===== config.mk =====
export PLATFORM = sky130hd
export DESIGN_NAME = onn_neuron_bank
export DESIGN_NICKNAME = d
export VERILOG_FILES = /design/src/rtl/onn_pkg.sv /design/src/rtl/onn_phase_cell.sv /design/src/rtl/onn_neuron_bank.sv
export SDC_FILE = /design/constraint.sdc
export NUM_CORES = 1
export LEC_CHECK = 0
export ABC_AREA = 1
export CAP_MARGIN = 40
export CORE_MARGIN = 2
export CORE_UTILIZATION = 40
export DETAILED_ROUTE_END_ITERATION = 10
export HOLD_SLACK_MARGIN = 0.03
export SYNTH_ARGS = -nofsm -noshare
export SYNTH_HDL_FRONTEND = slang
export SYNTH_SLANG_ARGS = --single-unit

===== constraint.sdc =====
create_clock -name clk -period 4.4 [get_ports clk]
set_input_delay 0.88 -clock clk [delete_from_list [all_inputs] [get_ports clk]]
set_output_delay 0.88 -clock clk [all_outputs]
set_load 0.02 [all_outputs]

===== src/rtl/onn_pkg.sv =====
// onn_pkg: shared state type, default sizing and phase helper for the ONN neuron bank.
package onn_pkg;
  typedef enum logic [2:0] {IDLE, LOAD, RUN, STOPPING, READ} state_t;
  localparam int PW = 4;
  localparam int N = 15;
  localparam int HALF = 1 << (PW - 1);
  localparam int PMAX = (1 << PW) - 1;
  function automatic logic [31:0] phase_dist(input logic [31:0] r, input logic [31:0] p, input int w);
    return (r - p) & ((32'd1 << w) - 32'd1);
  endfunction
endpackage


===== src/rtl/onn_phase_cell.sv =====
// onn_phase_cell: one oscillator neuron with its phase offset, load shift stage and phase-nudge coupling.
module onn_phase_cell import onn_pkg::*; #(
  parameter int PHASE_W = 4
) (
  input  logic               clk,
  input  logic               rst_n,
  input  logic               shift_en,
  input  logic [PHASE_W-1:0] shift_in,
  input  logic               active,
  input  logic               nout_en,
  input  logic               tick,
  input  logic [PHASE_W-1:0] ref_phase,
  input  logic               nin,
  output logic [PHASE_W-1:0] phi,
  output logic               nout
);
  localparam logic [PHASE_W-1:0] H = PHASE_W'(1 << (PHASE_W - 1));
  localparam logic [PHASE_W-1:0] ONE = PHASE_W'(1);
  logic [PHASE_W-1:0] lp;
  logic nin_q, adj_done, nudge;
  assign lp = PHASE_W'(phase_dist(32'(ref_phase), 32'(phi), PHASE_W));
  // only the first non-zero correction in a period counts
  assign nudge = active && nin && !nin_q && !adj_done && lp != '0;
  always_ff @(posedge clk or negedge rst_n)
    if (!rst_n) begin
      phi <= '0;
      nin_q <= 1'b0;
      adj_done <= 1'b0;
      nout <= 1'b0;
    end else begin
      phi <= shift_en ? shift_in : nudge ? (lp < H ? phi + ONE : phi - ONE) : phi;
      nin_q <= nin;
      adj_done <= (tick || !active) ? 1'b0 : adj_done || nudge;
      nout <= nout_en && lp < H;
    end
endmodule


===== src/rtl/onn_neuron_bank.sv =====
// onn_neuron_bank: ROWS x COLS phase-coded oscillator bank with serial load,
// shared period reference, per-neuron coupling and handshaked phase readout.
module onn_neuron_bank import onn_pkg::*; #(
  parameter int ROWS = 3,
  parameter int COLS = 5,
  parameter int PHASE_W = 4,
  localparam int NB = ROWS * COLS
) (
  input  logic                  clk,
  input  logic                  rst_n,
  input  logic                  cmd_load,
  input  logic                  cmd_run,
  input  logic                  cmd_stop,
  input  logic                  cmd_read,
  input  logic                  ld_valid,
  input  logic                  ld_data,
  output logic                  ld_ready,
  input  logic [NB-1:0]         nin,
  output logic [NB-1:0]         nout,
  output logic                  full_tick,
  output logic [NB*PHASE_W-1:0] phi_flat,
  output logic                  rd_valid,
  output logic [PHASE_W-1:0]    rd_data,
  output logic                  rd_last,
  input  logic                  rd_ready,
  output logic                  busy
);
  localparam int CW = $clog2(NB + 1);
  localparam logic [PHASE_W-1:0] H = PHASE_W'(1 << (PHASE_W - 1));
  localparam logic [PHASE_W-1:0] PM = '1;
  state_t state;
  logic [PHASE_W-1:0] ref_phase;
  logic [CW-1:0] cnt;
  logic [NB*PHASE_W-1:0] rd_buf, chain;
  logic active, nout_en, shift_en;
  assign active = state == RUN || state == STOPPING;
  assign full_tick = active && ref_phase == PM;
  // nout must already be low on the first IDLE cycle after a stop completes
  assign nout_en = (state == RUN && !(cmd_stop && full_tick)) || (state == STOPPING && !full_tick);
  assign shift_en = state == LOAD && ld_valid;
  assign ld_ready = state == LOAD;
  assign busy = state != IDLE;
  assign rd_data = rd_buf[PHASE_W-1:0];
  assign chain = {phi_flat[(NB-1)*PHASE_W-1:0], ld_data ? H : '0};
  for (genvar i = 0; i < NB; i++) begin : g_cell
    onn_phase_cell #(.PHASE_W(PHASE_W)) u_cell (
      .clk(clk),
      .rst_n(rst_n),
      .shift_en(shift_en),
      .shift_in(chain[i*PHASE_W +: PHASE_W]),
      .active(active),
      .nout_en(nout_en),
      .tick(full_tick),
      .ref_phase(ref_phase),
      .nin(nin[i]),
      .phi(phi_flat[i*PHASE_W +: PHASE_W]),
      .nout(nout[i])
    );
  end
  always_ff @(posedge clk or negedge rst_n)
    if (!rst_n) begin
      state <= IDLE;
      ref_phase <= '0;
      cnt <= '0;
      rd_buf <= '0;
      rd_valid <= 1'b0;
      rd_last <= 1'b0;
    end else
      case (state)
        IDLE:
          if (cmd_load) begin
            state <= LOAD;
            cnt <= '0;
          end else if (cmd_read) begin
            state <= READ;
            rd_buf <= phi_flat;
            rd_valid <= 1'b1;
            rd_last <= NB == 1;
            cnt <= '0;
          end else if (cmd_run) begin
            state <= RUN;
            ref_phase <= '0;
          end
        LOAD:
          if (shift_en) begin
            cnt <= cnt == CW'(NB - 1) ? '0 : cnt + CW'(1);
            state <= cnt == CW'(NB - 1) ? IDLE : LOAD;
          end
        RUN: begin
          ref_phase <= ref_phase + PHASE_W'(1);
          if (cmd_stop) state <= full_tick ? IDLE : STOPPING;
        end
        STOPPING: begin
          ref_phase <= ref_phase + PHASE_W'(1);
          if (full_tick) state <= IDLE;
        end
        READ:
          if (rd_ready) begin
            rd_buf <= rd_buf >> PHASE_W;
            cnt <= cnt + CW'(1);
            rd_last <= !rd_last && cnt == CW'(NB - 2);
            rd_valid <= !rd_last;
            state <= rd_last ? IDLE : READ;
          end
        default: state <= IDLE;
      endcase
endmodule


-- Word-level counts from Yosys, hierarchy flattened
Index checks and enable logic that the tools add are counted.
- bits in registers: 178
- bits of input ports: 24
- output and inout port bits: 84
- logic and storage cells: 412
- add/sub/neg operators: 47
- $lt $le $gt $ge: 15
- equal/unequal tests: 17
- multiplexer cells: 94
- reduce and logical (&&, ||, !) cells: 173
- operators by type and width (cell ; count):
    $mux 4 ; 54
    $mux 60 ; 3
    $pmux 60 s2 ; 1
    $logic_and 1x1->1 ; 81
    $add 4x1->4 const B ; 17
    $lt 4x4->1 const B ; 15
    $reduce_bool 4->1 ; 15
    $sub 4x1->4 const B ; 15
    $sub 4x4->4 ; 15
    $logic_not 1->1 ; 34
    $reduce_bool 2->1 ; 17
    $mux 3 ; 8
    $mux 1 ; 22
    $logic_or 1x1->1 ; 18
    $pmux 3 s5 ; 1
    $ne 2x2->1 const B ; 7
    $eq 4x4->1 const B ; 3
    $pmux 4 s3 ; 1
    $reduce_and 4->1 ; 3
    $pmux 4 s2 ; 1
    $eq 3x2->1 const B ; 2
    $reduce_bool 3->1 ; 2
    $reduce_and 5->1 ; 1
    $ne 4x4->1 const B ; 1
    8 further kinds ; 9

-- Longest topological paths before layout
- depth in word-level cells: 8
- mapped depth: 16
- gate-level depth less buffers: 16

-- Cells and area by module
A second synthesis with hierarchy kept.
- cells, all modules: 1692
- area, all modules: 12628.4 µm²
- by module, submodules not included (module ; times used ; cells an instance ; area each (µm²) ; seq. area each (µm²)):
    onn_phase_cell ; 15 ; 79 ; 588.1 ; 175.2
    onn_neuron_bank ; 1 ; 507 ; 3807.4 ; 1826.8

-- Least setup slack after synthesis
Ideal clock, no wire load.
- path kind: flip-flop to flip-flop
- start point: register ref_phase[1]
- end point: register g_cell[0].u_cell.phi[2]
- setup time: 0.126 ns
- arrival time: 2.658 ns
- data required time: 4.274 ns
- slack: 1.616 ns
- stages on the path, launching flop included: 14
- path buffers: 0
- period minus slack after synthesis: 2.784 ns
- path through: dfrtp_1 -> ha_1 -> nand3_1 -> nand3_1 -> nand2_1 -> nand2_1 -> nand2_1 -> inv_1 -> ha_1 -> inv_1 -> nand2_1 -> or2_2 -> nand3_1 -> o21ai_0
- cells in the longest elaborated chain, start to end: 5
- elaborated cells between the ends (all ways): 8
- those cells by class: add/sub: 1; order compare: 1; mux: 3; reduce/logical: 3
- ends and longest elaborated chain (element ; line ; source):
    start: declaration ; onn_neuron_bank.sv:32 ; logic [PHASE_W-1:0] ref_phase;
    start signal: assignment ; onn_neuron_bank.sv:90 ; ref_phase <= ref_phase + PHASE_W'(1);
    start signal: assignment ; onn_neuron_bank.sv:94 ; ref_phase <= ref_phase + PHASE_W'(1);
    $sub 4x4->4 (*) ; onn_pkg.sv:9 ; return (r - p) & ((32'd1 << w) - 32'd1);
    $lt 4x4->1 ; onn_phase_cell.sv:31 ; phi <= shift_en ? shift_in : nudge ? (lp < H ? phi + ONE : phi - ONE) : phi;
    $mux 4 (3 in series) ; onn_phase_cell.sv:31 ;
    end signal: assignment ; onn_phase_cell.sv:31 ;
    end: declaration ; onn_phase_cell.sv:14 ; output logic [PHASE_W-1:0] phi,
Mark *: on every way between the ends. The rest lies on a longest branch, timed or not. The select of a mux whose other input is x is not followed.
A chain may end at the register's enable or synchronous reset.

-- Final worst setup path
- start point: register state[2]
- end point: output port full_tick
- cells in the longest elaborated chain, start to end: 3
- elaborated cells between the ends (all ways): 4
- those cells by class: eq/ne: 2; reduce/logical: 2
- ends and longest elaborated chain (element ; line ; source):
    start: declaration ; onn_neuron_bank.sv:31 ; state_t state;
    start signal: assignment ; onn_neuron_bank.sv:87 ; state <= cnt == CW'(NB - 1) ? IDLE : LOAD;
    start signal: assignment ; onn_neuron_bank.sv:91 ; if (cmd_stop) state <= full_tick ? IDLE : STOPPING;
    start signal: assignment ; onn_neuron_bank.sv:103 ; state <= rd_last ? IDLE : READ;
    $eq 3x2->1 ; onn_neuron_bank.sv:36 ; assign active = state == RUN || state == STOPPING;
    $logic_or 1x1->1 (*) ; onn_neuron_bank.sv:36 ;
    $logic_and 1x1->1 (*) ; onn_neuron_bank.sv:37 ; assign full_tick = active && ref_phase == PM;
    end: declaration ; onn_neuron_bank.sv:20 ; output logic full_tick,
Mark *: on every way between the ends. The rest lies on a longest branch, timed or not.

==> reports/results.ini <==
[placed_design]
finalWeightedCongestion = 0.814
dp_cells = 2021
numPortBuffers = 107
hpwl_mm = 20.4

[route]
routed_wl_mm = 29.3
post_drt_via_cell_ratio = 4.87
post_drt_wl_per_cell_um = 14.3
dr.pass1.iters = 7
num_vias = 10000
ant_nets = 0
drc = 0
initialDrtViolationCount = 566

[clocking]
path_clk_slew_ns = 0.07
post_cts_buffers = 0
hold_buffers = 0
clockRootBuffer = clkbuf_16
tritoncts = yes
htree_levels = 4
clock_path_buffers = 2
cts_sinks = 178
insertion_delay_ns = 0.44
cts_resized = 0
cts_buffers = 17

[setup_path]
worstPathRequired_ns = 3.52
cp_data_arrival_time_ns = 2.36
path_cells = nor2_4 -> inv_2 -> nor2_1 -> clkdlybuf4s50_1
path_buf_inv = 2
end_kind = primary output
rrSetupSlack_ns = 1.59
timing_worst_setup_path_type = flip-flop to primary output
cp_max_fo = 19
r2r_cells = 13
crit_family = buffers and inverters
max_stage_delay_ns = 0.64
crit_slowest_cell = clkdlybuf4s50_1
reg2reg_from = ref_phase[2]
cp-start-kind = flip-flop
r2r-end = g_cell[6].u_cell.phi[3]

[power_and_ir_drop]
seqPwrFrac = 0.247
clkPwrFrac = 0.137
switchingPower_mw = 5.75
comb_power_share = 0.616
vdd_drop_max_v = 0.000374
p_leak_nw = 7.04
fin_total_pwr_mw = 11.9
internal-power_mw = 6.11
powerDensity_nw_per_um2 = 867
sw_frac_of_total = 0.485

[hold_path]
hold_depth = 2
min_from = g_cell[0].u_cell.adj_done
hold_class = flip-flop to flip-flop
hold_end = g_cell[0].u_cell.adj_done

[die]
rows = 62
start_util = 0.406
dieArea_sq_um = 30500
die_h_um = 175
fp.dieW_um = 175
io_pins = 108
core_area_sq_um = 28700

[layout]
fin_util = 0.476
nNetsFinal = 1774
final_common_cell = nand2_1
drive_above_1_share = 0.0480
n_fill_cell = 2844
fin_cells = 2052
final_cell_mix = 447 x nand2_1, 226 x inv_1, 178 x dfrtp_1
area_growth_pct = 17.3
antenna_cells = 0

[timing]
drv_slew = 0
worst_pin_slew_ns = 0.826
finalClockSkew_ns = 0.0107
grt_setup_unrepaired = no
max_slew_margin = 0.450
min_period_over_period = 0.736
final_hold_viol_count = 0
whs_ns = 0.511
tns_ns = 0
setup_violations = 0
fmax_mhz = 309
fin_crit_ns = 3.24

[synthesis]
synthMuxAreaShare = 0
syn_nets = 1692
avgSynthCellArea_sq_um = 7.41
syn_inst = 1574
syn-cell-area_sq_um = 11700
synth_top_area_cell = dfrtp_1
synthSimpleGateAreaFrac = 0.288
yosys-top-cells-area = dfrtp_1 38%, nand2_1 14%, ha_1 8.5%
seq_area_frac_synth = 0.382
ys_types = 34
yosys_warnings = 0
synth_compound_area_frac = 0.0776
synth_fa_ha_area_frac = 0.111
synth_top_area_frac = 0.382
synthXorXnorAreaFrac = 0.0338
ys_seq_elements = 178
synth_top_family_by_area = simple AND/OR/NAND/NOR gates

[outcome]
status = complete, no violations

[flow_run]
drv_cap = 0

[global_route]
gr-usage-all-layers = 0.197
grt_max_degree = 101
grt_first_pass_wirelength_mm = 48.3
first_global_vias = 9574
grt_remaining_overflow = 0
antenna_found_initial = 0

## synth_stat cells
cell type	n
nand2_1	448
inv_1	226
dfrtp_1	178
nand3_1	163
nor2_1	100
o21ai_0	87
ha_1	79
a21oi_1	75
buf_4	29
xor2_1	29
buf_2	18
nand4_1	16
xnor2_1	16
fa_1	15
nand3b_1	15
nor3_1	13
clkbuf_1	12
inv_2	12
or2_2	10
a31oi_1	5
nor3_2	5
o22ai_1	5
or2_0	4
o21ai_1	3
nor2_4	2
and3_1	1
buf_6	1
clkinv_1	1
nand2_2	1
nand3_2	1
nand3b_4	1
nor2_2	1
o21bai_1	1
o221ai_1	1
## how the worst max path moves through the flow
stage | startpoint | to | slack [ns] | depth (start not counted)
2_1_floorplan | ref_phase[1] | g_cell[0].u_cell.phi[2] | 1.62 | 13
3_3_place_gp | rd_ready | state[2] | 1.47 | 5
3_5_place_dp | rd_ready | rd_buf[1] | 1.59 | 6
4_1_cts | state[2] | full_tick | 1.13 | 4
5_1_grt | state[2] | full_tick | 1.08 | 4
6_report | state[2] | full_tick | 1.16 | 4
## kinds of logic (layout without fill, tap and decap cells)
logic type                 after synthesis  after routing
and+or+nand+nor                        781            781
buffers and inverters                  299            393
DFF                                    178            178
AOI/OAI and AO/OA                      177            177
adders and majority gates               94             94
xor gates and xnor gates                45             45
## layout make-up
class	instances	area [sq um]	area share
multi-input cells	1097	5950	0.435
flip-flops and latches	178	4450	0.326
repair buffers	123	1270	0.0932
inverters	239	897	0.0656
clock buffers	23	488	0.0357
well taps	384	480	0.0351
clock inverters	8	126	0.00924
## layer usage
layer	track usage	share of wire	up-vias
met1	0.254	0.46	4646
met3	0.0257	0.032	33
met2	0.345	0.49	171
met5	0	0	-
met4	0.0542	0.017	0
li1	-	-	5153
## sequential cells by signal, indices dropped and copies added (netlist names)
name                    flops
g_cell.u_cell.nin_q        15
g_cell.u_cell.nout         15
state                       3
g_cell.u_cell.phi          60
ref_phase                   4
cnt                         4
g_cell.u_cell.adj_done     15
rd_last                     1
rd_buf                     60
rd_valid                    1
## power groups by stage
stage	combinational (mW)	clock, mW	sequential [mW]
5_1_grt	8.42	1.72	3.03
6_report	7.31	1.63	2.93
3_5_place_dp	7.32	0	2.97
2_1_floorplan	5.24	0	3.01
3_3_place_gp	7.08	0	2.96
4_1_cts	7.38	1.65	2.94
## through the flow
stage | setup slack, ns | cell area, sq um
floorplan | 1.62 | 11700
global placement | 1.47 | 12900
detailed placement | 1.59 | 13100
CTS | 1.13 | 13700
global route | 1.08 | 13700
finish | 1.16 | 13700
## worst min-delay path: stages, from the launching register on
cell	delay (ns)
dfrtp_1	0.34
nor2_1	0.05
nor2_1	0.08
Note: power is estimated with default switching activity, not from simulation.
